<file path="config.mk">
export PLATFORM = sky130hd
export DESIGN_NAME = control_sequencer
export DESIGN_NICKNAME = d
export VERILOG_FILES = /design/src/rtl/control_sequencer.sv
export SDC_FILE = /design/constraint.sdc
export NUM_CORES = 1
export LEC_CHECK = 0
export ABC_AREA = 0
export CAP_MARGIN = 20
export CORE_MARGIN = 8
export CORE_UTILIZATION = 29
export CTS_CLUSTER_DIAMETER = 150
export CTS_CLUSTER_SIZE = 30
export DETAILED_ROUTE_END_ITERATION = 8
export PLACE_DENSITY = 0.87
export SYNTH_ARGS = -nofsm -noshare
export SYNTH_HDL_FRONTEND = slang
export SYNTH_SLANG_ARGS = --single-unit
</file>
<file path="constraint.sdc">
create_clock -name clk -period 1.8 [get_ports clk]
set_input_delay 0.36 -clock clk [delete_from_list [all_inputs] [get_ports clk]]
set_output_delay 0.36 -clock clk [all_outputs]
set_load 0.01 [all_outputs]
</file>
<file path="src/rtl/control_sequencer.sv">
// Hardwired control sequencer: fetch (T0-T2) plus per-class execute steps, with HALT and sticky illegal flag.
// Optional build macro CTRL_MEM_WAIT_EN stretches T1 until mem_rdy.
module control_sequencer (
  input  logic        clk,
  input  logic        clr,
  input  logic        run,
  input  logic [31:0] ir,
  input  logic        mem_rdy,
  output logic        PCout,
  output logic        incPC,
  output logic        MARin,
  output logic        Zin,
  output logic        PCin,
  output logic        Read,
  output logic        MDRin,
  output logic        MDRout,
  output logic        IRin,
  output logic        Yin,
  output logic        ZLowOut,
  output logic        ZHighOut,
  output logic        HIin,
  output logic        LOin,
  output logic [15:0] Rout,
  output logic [15:0] Rin,
  output logic [4:0]  opcode,
  output logic        instr_done,
  output logic        halted,
  output logic        illegal
);

  typedef enum logic [3:0] {
    StIdle, StT0, StT1, StT2, StT3, StT4, StT5, StT6, StHalt
  } state_e;

  state_e      state_q;
  state_e      after_done;
  logic [4:0]  op;
  logic        is_alu, is_muldiv, is_nop, is_halt, is_illegal;
  logic        t1_advance;
  logic [15:0] ra_hot, rb_hot, rc_hot;
  logic        unused_bits;

  assign op         = ir[31:27];
  assign is_alu     = (op <= 5'd10);
  assign is_muldiv  = (op == 5'd15) || (op == 5'd16);
  assign is_nop     = (op == 5'd25);
  assign is_halt    = (op == 5'd26);
  assign is_illegal = !(is_alu || is_muldiv || is_nop || is_halt);
  assign ra_hot     = 16'h0001 << ir[26:23];
  assign rb_hot     = 16'h0001 << ir[22:19];
  assign rc_hot     = 16'h0001 << ir[18:15];
  assign after_done = run ? StT0 : StIdle;

`ifdef CTRL_MEM_WAIT_EN
  assign t1_advance  = mem_rdy;
  assign unused_bits = ^ir[14:0];
`else
  assign t1_advance  = 1'b1;
  assign unused_bits = ^{ir[14:0], mem_rdy};
`endif

  always_ff @(posedge clk) begin
    if (clr) begin
      state_q <= StIdle;
      illegal <= 1'b0;
    end else begin
      case (state_q)
        StIdle: if (run) state_q <= StT0;
        StT0:   state_q <= StT1;
        StT1:   if (t1_advance) state_q <= StT2;
        StT2:   state_q <= StT3;
        StT3: begin
          if (is_alu || is_muldiv) state_q <= StT4;
          else if (is_halt)        state_q <= StHalt;
          else                     state_q <= after_done;
          // Unrecognised opcodes retire like NOP but leave a sticky mark.
          if (is_illegal) illegal <= 1'b1;
        end
        StT4:   state_q <= StT5;
        StT5:   state_q <= is_muldiv ? StT6 : after_done;
        StT6:   state_q <= after_done;
        StHalt: state_q <= StHalt;
        default: state_q <= StIdle;
      endcase
    end
  end

  always_comb begin
    PCout      = 1'b0;
    incPC      = 1'b0;
    MARin      = 1'b0;
    Zin        = 1'b0;
    PCin       = 1'b0;
    Read       = 1'b0;
    MDRin      = 1'b0;
    MDRout     = 1'b0;
    IRin       = 1'b0;
    Yin        = 1'b0;
    ZLowOut    = 1'b0;
    ZHighOut   = 1'b0;
    HIin       = 1'b0;
    LOin       = 1'b0;
    Rout       = 16'h0000;
    Rin        = 16'h0000;
    opcode     = 5'd0;
    instr_done = 1'b0;
    halted     = 1'b0;
    case (state_q)
      StT0: begin
        PCout = 1'b1;
        MARin = 1'b1;
        incPC = 1'b1;
        Zin   = 1'b1;
      end
      StT1: begin
        ZLowOut = 1'b1;
        PCin    = 1'b1;
        Read    = 1'b1;
        MDRin   = 1'b1;
      end
      StT2: begin
        MDRout = 1'b1;
        IRin   = 1'b1;
      end
      StT3: begin
        if (is_alu || is_muldiv) begin
          Rout = rb_hot;
          Yin  = 1'b1;
        end else begin
          instr_done = 1'b1;
        end
      end
      StT4: begin
        Rout   = rc_hot;
        opcode = op;
        Zin    = 1'b1;
      end
      StT5: begin
        ZLowOut = 1'b1;
        if (is_muldiv) begin
          LOin = 1'b1;
        end else begin
          Rin        = ra_hot;
          instr_done = 1'b1;
        end
      end
      StT6: begin
        ZHighOut   = 1'b1;
        HIin       = 1'b1;
        instr_done = 1'b1;
      end
      StHalt: halted = 1'b1;
      default: ;
    endcase
  end

endmodule
</file>
==> results of run 1 <==
cells in the mapped netlist, drive strengths merged, types with 5 or more instances:
cell | count | area (sq um)
nor2 | 21 | 78.8
buf | 9 | 75.1
nand2b | 6 | 37.5
dfxtp | 5 | 100
and2 | 5 | 32.5
nor3 | 7 | 35.0
o41ai | 6 | 52.6
nand3 | 7 | 35.0
nand2 | 22 | 82.6
inv | 7 | 26.3
o31ai | 10 | 75.1
power breakdown:
group          internal, mW  switching (mW)
sequential            0.115         0.00594
combinational         0.193           0.193
clock                0.0845          0.0562
total                 0.392           0.255
flip-flops by register name, summed over array words and instances (netlist names):
name     count
state_q      4
illegal      1
worst register-to-register path, stage by stage, from the launching register on:
cell and delay, ps:
dfxtp_2 310, buf_6 120, nor4_4 230, buf_4 170, o21ai_4 90, buf_4 170, buf_6 130, buf_4 130
a31oi_1 190
timing repair:
item                       in CTS  in global routing
setup endpoints to repair      56                 48
buffers inserted               24                 13
pin swaps                      21                 23
gates cloned                    1                  0
gates resized for setup       257                 64
per-stage QoR:
step                worst slack [ps]  instance area (sq um)  hold slack (ps)  total power, mW
floorplan                      -57.3                   1230              429            0.257
global placement               -1090                   2280              434            0.414
detailed placement             -1140                   2280              440            0.422
CTS                             -414                   2460              448            0.582
global route                    -520                   2720              518            0.684
finish                          -433                   2720              456            0.648
kinds of logic after synthesis:
| family | after synthesis |
|---|---|
| AOI/OAI and AO/OA | 36 |
| and+or+nand+nor | 90 |
| buffers and inverters | 19 |
| xor gates and xnor gates | 1 |
| muxes | 1 |
| DFF | 5 |
layout by cell type (no fill, tap or decap), drive strengths merged, types with 2 or more instances in the layout:
cell type,instances
buf,132
nand2,22
nor2,21
clkdlybuf4s50,14
clkbuf,11
o31ai,10
inv,7
nand3,7
nor3,7
nand2b,6
o41ai,6
and2,5
o21ai,5
dfxtp,5
a21oi,4
nor3b,3
or2b,3
or3b,2
and4bb,2
a21o,2
and2b,2
nand3b,2
a31oi,2
or2,2
nand4bb,2
and3,2
worst min path at each step:
stage                                      end  slack [ps]  depth (start not counted)
after floorplan           illegal$_SDFFE_PP0P_         430                          1
after global placement    illegal$_SDFFE_PP0P_         430                          2
after detailed placement  illegal$_SDFFE_PP0P_         440                          2
after CTS                 illegal$_SDFFE_PP0P_         450                          2
after global routing      illegal$_SDFFE_PP0P_         520                          2
final                     illegal$_SDFFE_PP0P_         460                          2
final cells by class:
| class | count | area, sq um |
|---|---|---|
| fill | 217 | 643 |
| multi-input combinational | 129 | 1230 |
| tap | 46 | 57.6 |
| timing repair buffer | 156 | 1260 |
| clock buffer | 4 | 26.3 |
| sequential | 5 | 110 |
| inverter | 7 | 28.8 |
layer usage:
metal  part of all wire [%]  routed length (um)  track usage, %  up-vias
met4                    4.1                 274            8.10        0
met3                    7.0                 464            5.00       24
li1                       -                   -               -      854
met1                     36                2380            18.9      871
met5                      0                   0               0        -
met2                     53                3520            37.9       91
==> run summary, run 1 <==
status: finished, violations left
failing checks: negative setup slack
Synth Flop Type: dfxtp_1
Finish-stage setup viols: 35
die area: 5700 sq um
max capacitance violation total: 0
cts bufs inserted: 3
hold path start: illegal$_SDFFE_PP0P_
VDD IR max: 200 uV
latest clock arrival within the worst-skew pair: 250 ps
final worst slack: -433 ps
Ys Warns: 0
Critical Setup Path Class: input port to output port
area grow syn2layout: 165%
# rows: 21
reg2reg path depth: 8
multiplexer area fraction after synthesis: 0.974%
Post-Layout Cell Count: 347
gr usage total: 19.5%
DP HPWL: 3.96 mm
static leakage: 1.28 nW
Power Density: 238 nW/um^2
final setup TNS: -11410 ps
Cells after Synth: 152
syn nets: 188
TritonCTS clock tree: yes
actual slew at the worst max-slew pin: 408 ps
Initial Utilization: 30.5%
DR WL/cell: 19.1 um
Slew headroom: 72.7%
Placed Cells: 307
die width: 75.5 um
Buf/Inv on CP: 5
Worst setup startpoint: ir[28]
final core occ: 80.9%
Final Hold Vio Count: 0
Longest Clk Path Bufs: 2
core footprint: 3360 sq um
largest family of logic cells by synthesized area: simple AND/OR/NAND/NOR gates
DRT iter0 DRCs: 100
CP arrival: 1870 ps
Post-synth ARST share: 0%
Worst-path clk slew: 50 ps
fin crit period: 2230 ps
clock sink total: 5
pin count of the biggest net entering global routing: 10
Mapped Area: 1030 sq um
Crit. End Element: output port
delay-heaviest family, CP: compound AO/OA/AOI/OAI gates
flop-to-flop setup slack: 160 ps
Hold Crit Class: flop to flop
syn_area_per_cell: 6.76 sq um
EDFF count, synth: 0
worst-path cell chain: buf_8, buf_4, a21o_2, a21oi_1, buf_4, o21ai_4, buf_6, o41ai_4, buf_2
critical path depth: 9
vias: 1840
synthesized flop and latch total: 5
I/O pin count: 90
crit-path max cell delay: 340 ps
First-pass DRT Iterations: 4
Synth Area in Compound Gates: 26.9%
WP data required: 1440 ps
ant diodes: 0
skew final: 4.46 ps
Final Max Tran Viols: 0
vias in the first global route: 1832
Synth cell types: 46
WL final: 6.64 mm
Crit-path slowest cell: o41ai_4
CP startpoint kind: input port
fin crit share: 124%
share of layout cells above drive strength 1: 71.4%
Synth Area in XOR/XNOR: 0.853%
Synth Area in Adders: 0%
antenna violations before repair: 0
gr ovfl total: 0
Max Fclk: 0.448 GHz
Chip Height: 75.5 um
placer's final routability congestion estimate: 0.824
Final ANT Viol Nets: 0
CTS Hold Bufs: 0
first-pass GRT wire length: 8.67 mm
vias per cell: 5.30
r2r endpoint: state_q[0]$_SDFFE_PP0P_
IO Port Bufs: 73
RSZ-0062 raised after global routing: yes
Crit path top cell by count: buf_4
worst-path fanout max: 5
Nets: 338
H-tree depth: 1
sequential area share after synthesis: 9.74%
Critical R2R Launch: state_q[0]$_SDFFE_PP0P_
Critical Path Sink: Rout[4]
Root Driver: clkbuf_4
DRC: 0
Post-Synth Simple-Gate Area: 49.0%
Note: power is estimated with default switching activity, not from simulation.
==> run 2, diff against run 1 <==
CORE_MARGIN = 2   (was 8)
==> run 2 against run 1 <==
The run still ends with negative setup slack left. First-iteration DRC count is 22% lower. Global-route usage up 5.9 points. Fmax down 2.5%. Clock-buffer cell count did not move. Total power decreased by 0.59%. Via count grew 1.5%. Sequential share of layout area is 0.16 points lower. Utilization rose by 2.4 points. Clock skew down 4.1 ps. Highest routed layer unchanged.
==> run summary, run 2 (same netlist as run 1, synthesis figures left out) <==
antenna violations before repair: 0 (unchanged)
Initial Utilization: 30.5% (unchanged)
RSZ-0062 raised after global routing: yes (unchanged)
failing checks: negative setup slack (unchanged)
gr usage total: 25.4% (was 19.5%)
IO Port Bufs: 73 (unchanged)
Final ANT Viol Nets: 0 (unchanged)
worst-path fanout max: 6 (was 5)
vias in the first global route: 1841 (was 1832)
vias: 1868 (was 1840)
Crit. End Element: output port (unchanged)
commonest non-fill, non-tap cells in the layout: buf_4 (55), buf_6 (45), buf_2 (35) (was buf_4 (63), buf_2 (34), buf_6 (31))
Final Max Tran Viols: 0 (unchanged)
Chip Height: 63.5 um (was 75.5 um)
DRC: 0 (unchanged)
die area: 4030 sq um (was 5700 sq um)
Clk pwr share: 20.7% (was 21.7%)
first-pass GRT wire length: 8.38 mm (was 8.67 mm)
Worst-path clk slew: 50 ps (about the same)
area grow syn2layout: 173% (was 165%)
flop-to-flop setup slack: -130 ps (was 160 ps)
skew final: 0.406 ps (was 4.46 ps)
Nets: 340 (was 338)
CTS Hold Bufs: 0 (unchanged)
Sw Ratio: 39.2% (was 39.5%)
gr ovfl total: 0 (unchanged)
Seq pwr share: 18.9% (was 18.6%)
Int Pwr: 0.392 mW (about the same)
pin count of the biggest net entering global routing: 10 (unchanged)
CP arrival: 1930 ps (was 1870 ps)
Largest Register: state_q (unchanged)
Power Density: 230 nW/um^2 (was 238 nW/um^2)
final worst slack: -491 ps (was -433 ps)
Critical Setup Path Class: flop to output port (was input port to output port)
max FFs per register: 4 (unchanged)
crit-path max cell delay: 390 ps (was 340 ps)
delay-heaviest family, CP: buffers and inverters (was compound AO/OA/AOI/OAI gates)
TritonCTS clock tree: yes (unchanged)
latest clock arrival within the worst-skew pair: 240 ps (was 250 ps)
share of layout cells above drive strength 1: 71.3% (was 71.4%)
worst-path cell chain: buf_12, nor4_4, o21ai_4, buf_6, o41ai_4, buf_2 (was buf_8, buf_4, a21o_2, a21oi_1, buf_4, o21ai_4, buf_6, o41ai_4, buf_2)
Hold Crit Class: flop to flop (unchanged)
DRT iter0 DRCs: 78 (was 100)
Slew headroom: 76.2% (was 72.7%)
core footprint: 3360 sq um (unchanged)
fin crit period: 2290 ps (was 2230 ps)
WL final: 6.02 mm (was 6.64 mm)
status: finished, violations left (unchanged)
VDD IR max: 196 uV (was 200 uV)
most common cell after layout, fill and taps aside: buf_4 (unchanged)
actual slew at the worst max-slew pin: 355 ps (was 408 ps)
die width: 63.5 um (was 75.5 um)
H-tree depth: 1 (unchanged)
Root Driver: clkbuf_4 (unchanged)
# rows: 21 (unchanged)
Buf/Inv on CP: 3 (was 5)
Design Area, Final: 2800 sq um (was 2720 sq um)
Longest Clk Path Bufs: 2 (unchanged)
Placed Cells: 305 (was 307)
placer's final routability congestion estimate: 0.859 (was 0.824)
Logic pwr share: 60.3% (was 59.6%)
cts bufs inserted: 3 (unchanged)
I/O pin count: 90 (unchanged)
Final Hold Vio Count: 0 (unchanged)
DP HPWL: 3.44 mm (was 3.96 mm)
clock sink total: 5 (unchanged)
CP startpoint kind: flop (was input port)
Sw Pwr: 0.252 mW (was 0.255 mW)
Finish-stage setup viols: 53 (was 35)
Post-Layout Cell Count: 349 (was 347)
Max Fclk: 0.437 GHz (was 0.448 GHz)
First-pass DRT Iterations: 4 (unchanged)
Placed Area: 2280 sq um (about the same)
DR WL/cell: 17.2 um (was 19.1 um)
ant diodes: 0 (unchanged)
static leakage: 1.30 nW (was 1.28 nW)
max capacitance violation total: 0 (unchanged)
Crit-path slowest cell: nor4_4 (was o41ai_4)
biggest regs: state_q (4), illegal (1) (unchanged)
fin crit share: 127% (was 124%)
vias per cell: 5.35 (was 5.30)
WP data required: 1440 ps (about the same)
## run 2: cell count changes in the layout (fill, tap and decap cells not counted), sizes merged
cell and change:
dlygate4sd2 -1, clkbuf -5, buf +8, dlymetal6s2s -1, clkdlybuf4s50 +1
## run 2: per-stage QoR
step	power [mW]	setup TNS, ps	utilization [%]	worst slack, ps	hold WS [ps]
final	0.644	-16590	83.3	-491	485
after CTS	0.596	-11670	76.6	-438	451
after detailed placement	0.419	-40940	67.8	-1190	443
after global routing	0.672	-18750	83.3	-529	513
after global placement	0.410	-38880	67.8	-1080	435
after floorplan	0.257	-219	-	-57.3	429
## run 2: final cells by class
class | count | area [sq um]
Timing Repair Buffer | 158 | 1330
Multi-Input combinational cell | 129 | 1250
Fill cell | 191 | 562
Sequential cell | 5 | 109
Tap cell | 46 | 57.6
Inverter | 7 | 28.8
Clock buffer | 4 | 26.3
## run 2: tightest hold or removal path: cells and delay by family, from the launching register on
family | cells | cell delay (ps)
DFF | 1 | 310
AOI/OAI and AO/OA | 1 | 70
buffers and inverters | 1 | 60
## run 2: worst paths after layout
kind / from / endpoint / cells past startpoint
setup / recovery: state_q[3]$_SDFFE_PP0P_ / Rout[5] / 6
hold / removal: illegal$_SDFFE_PP0P_ / illegal$_SDFFE_PP0P_ / 2
setup reg to reg: state_q[3]$_SDFFE_PP0P_ / state_q[2]$_SDFFE_PP0P_ / 12
hold reg to reg: illegal$_SDFFE_PP0P_ / illegal$_SDFFE_PP0P_ / 2
## run 2: layer usage
layer  vias to the layer above  share of wire (%)  track usage [%]
li1                        854                  -                -
met1                       902                 37             26.1
met2                       100                 55             51.6
met3                        12                6.4             4.11
met4                         0                1.7             7.07
met5                         -                  0                0
## run 2: what timing repair did
item / in CTS / in global routing
setup buffers: 31 / 13
pin swaps: 26 / 20
setup endpoints to repair: 56 / 50
hold endpoints to repair: 0 / 0
gates resized for setup: 264 / 76
cloned: 1 / 0
## run 2: power groups by stage
| stage | logic (mW) | registers (mW) | clock network [mW] |
|---|---|---|---|
| 2_1_floorplan | 0.135 | 0.122 | 0 |
| 3_3_place_gp | 0.286 | 0.124 | 0 |
| 3_5_place_dp | 0.295 | 0.124 | 0 |
| 4_1_cts | 0.344 | 0.121 | 0.130 |
| 5_1_grt | 0.407 | 0.122 | 0.142 |
| 6_report | 0.388 | 0.122 | 0.133 |
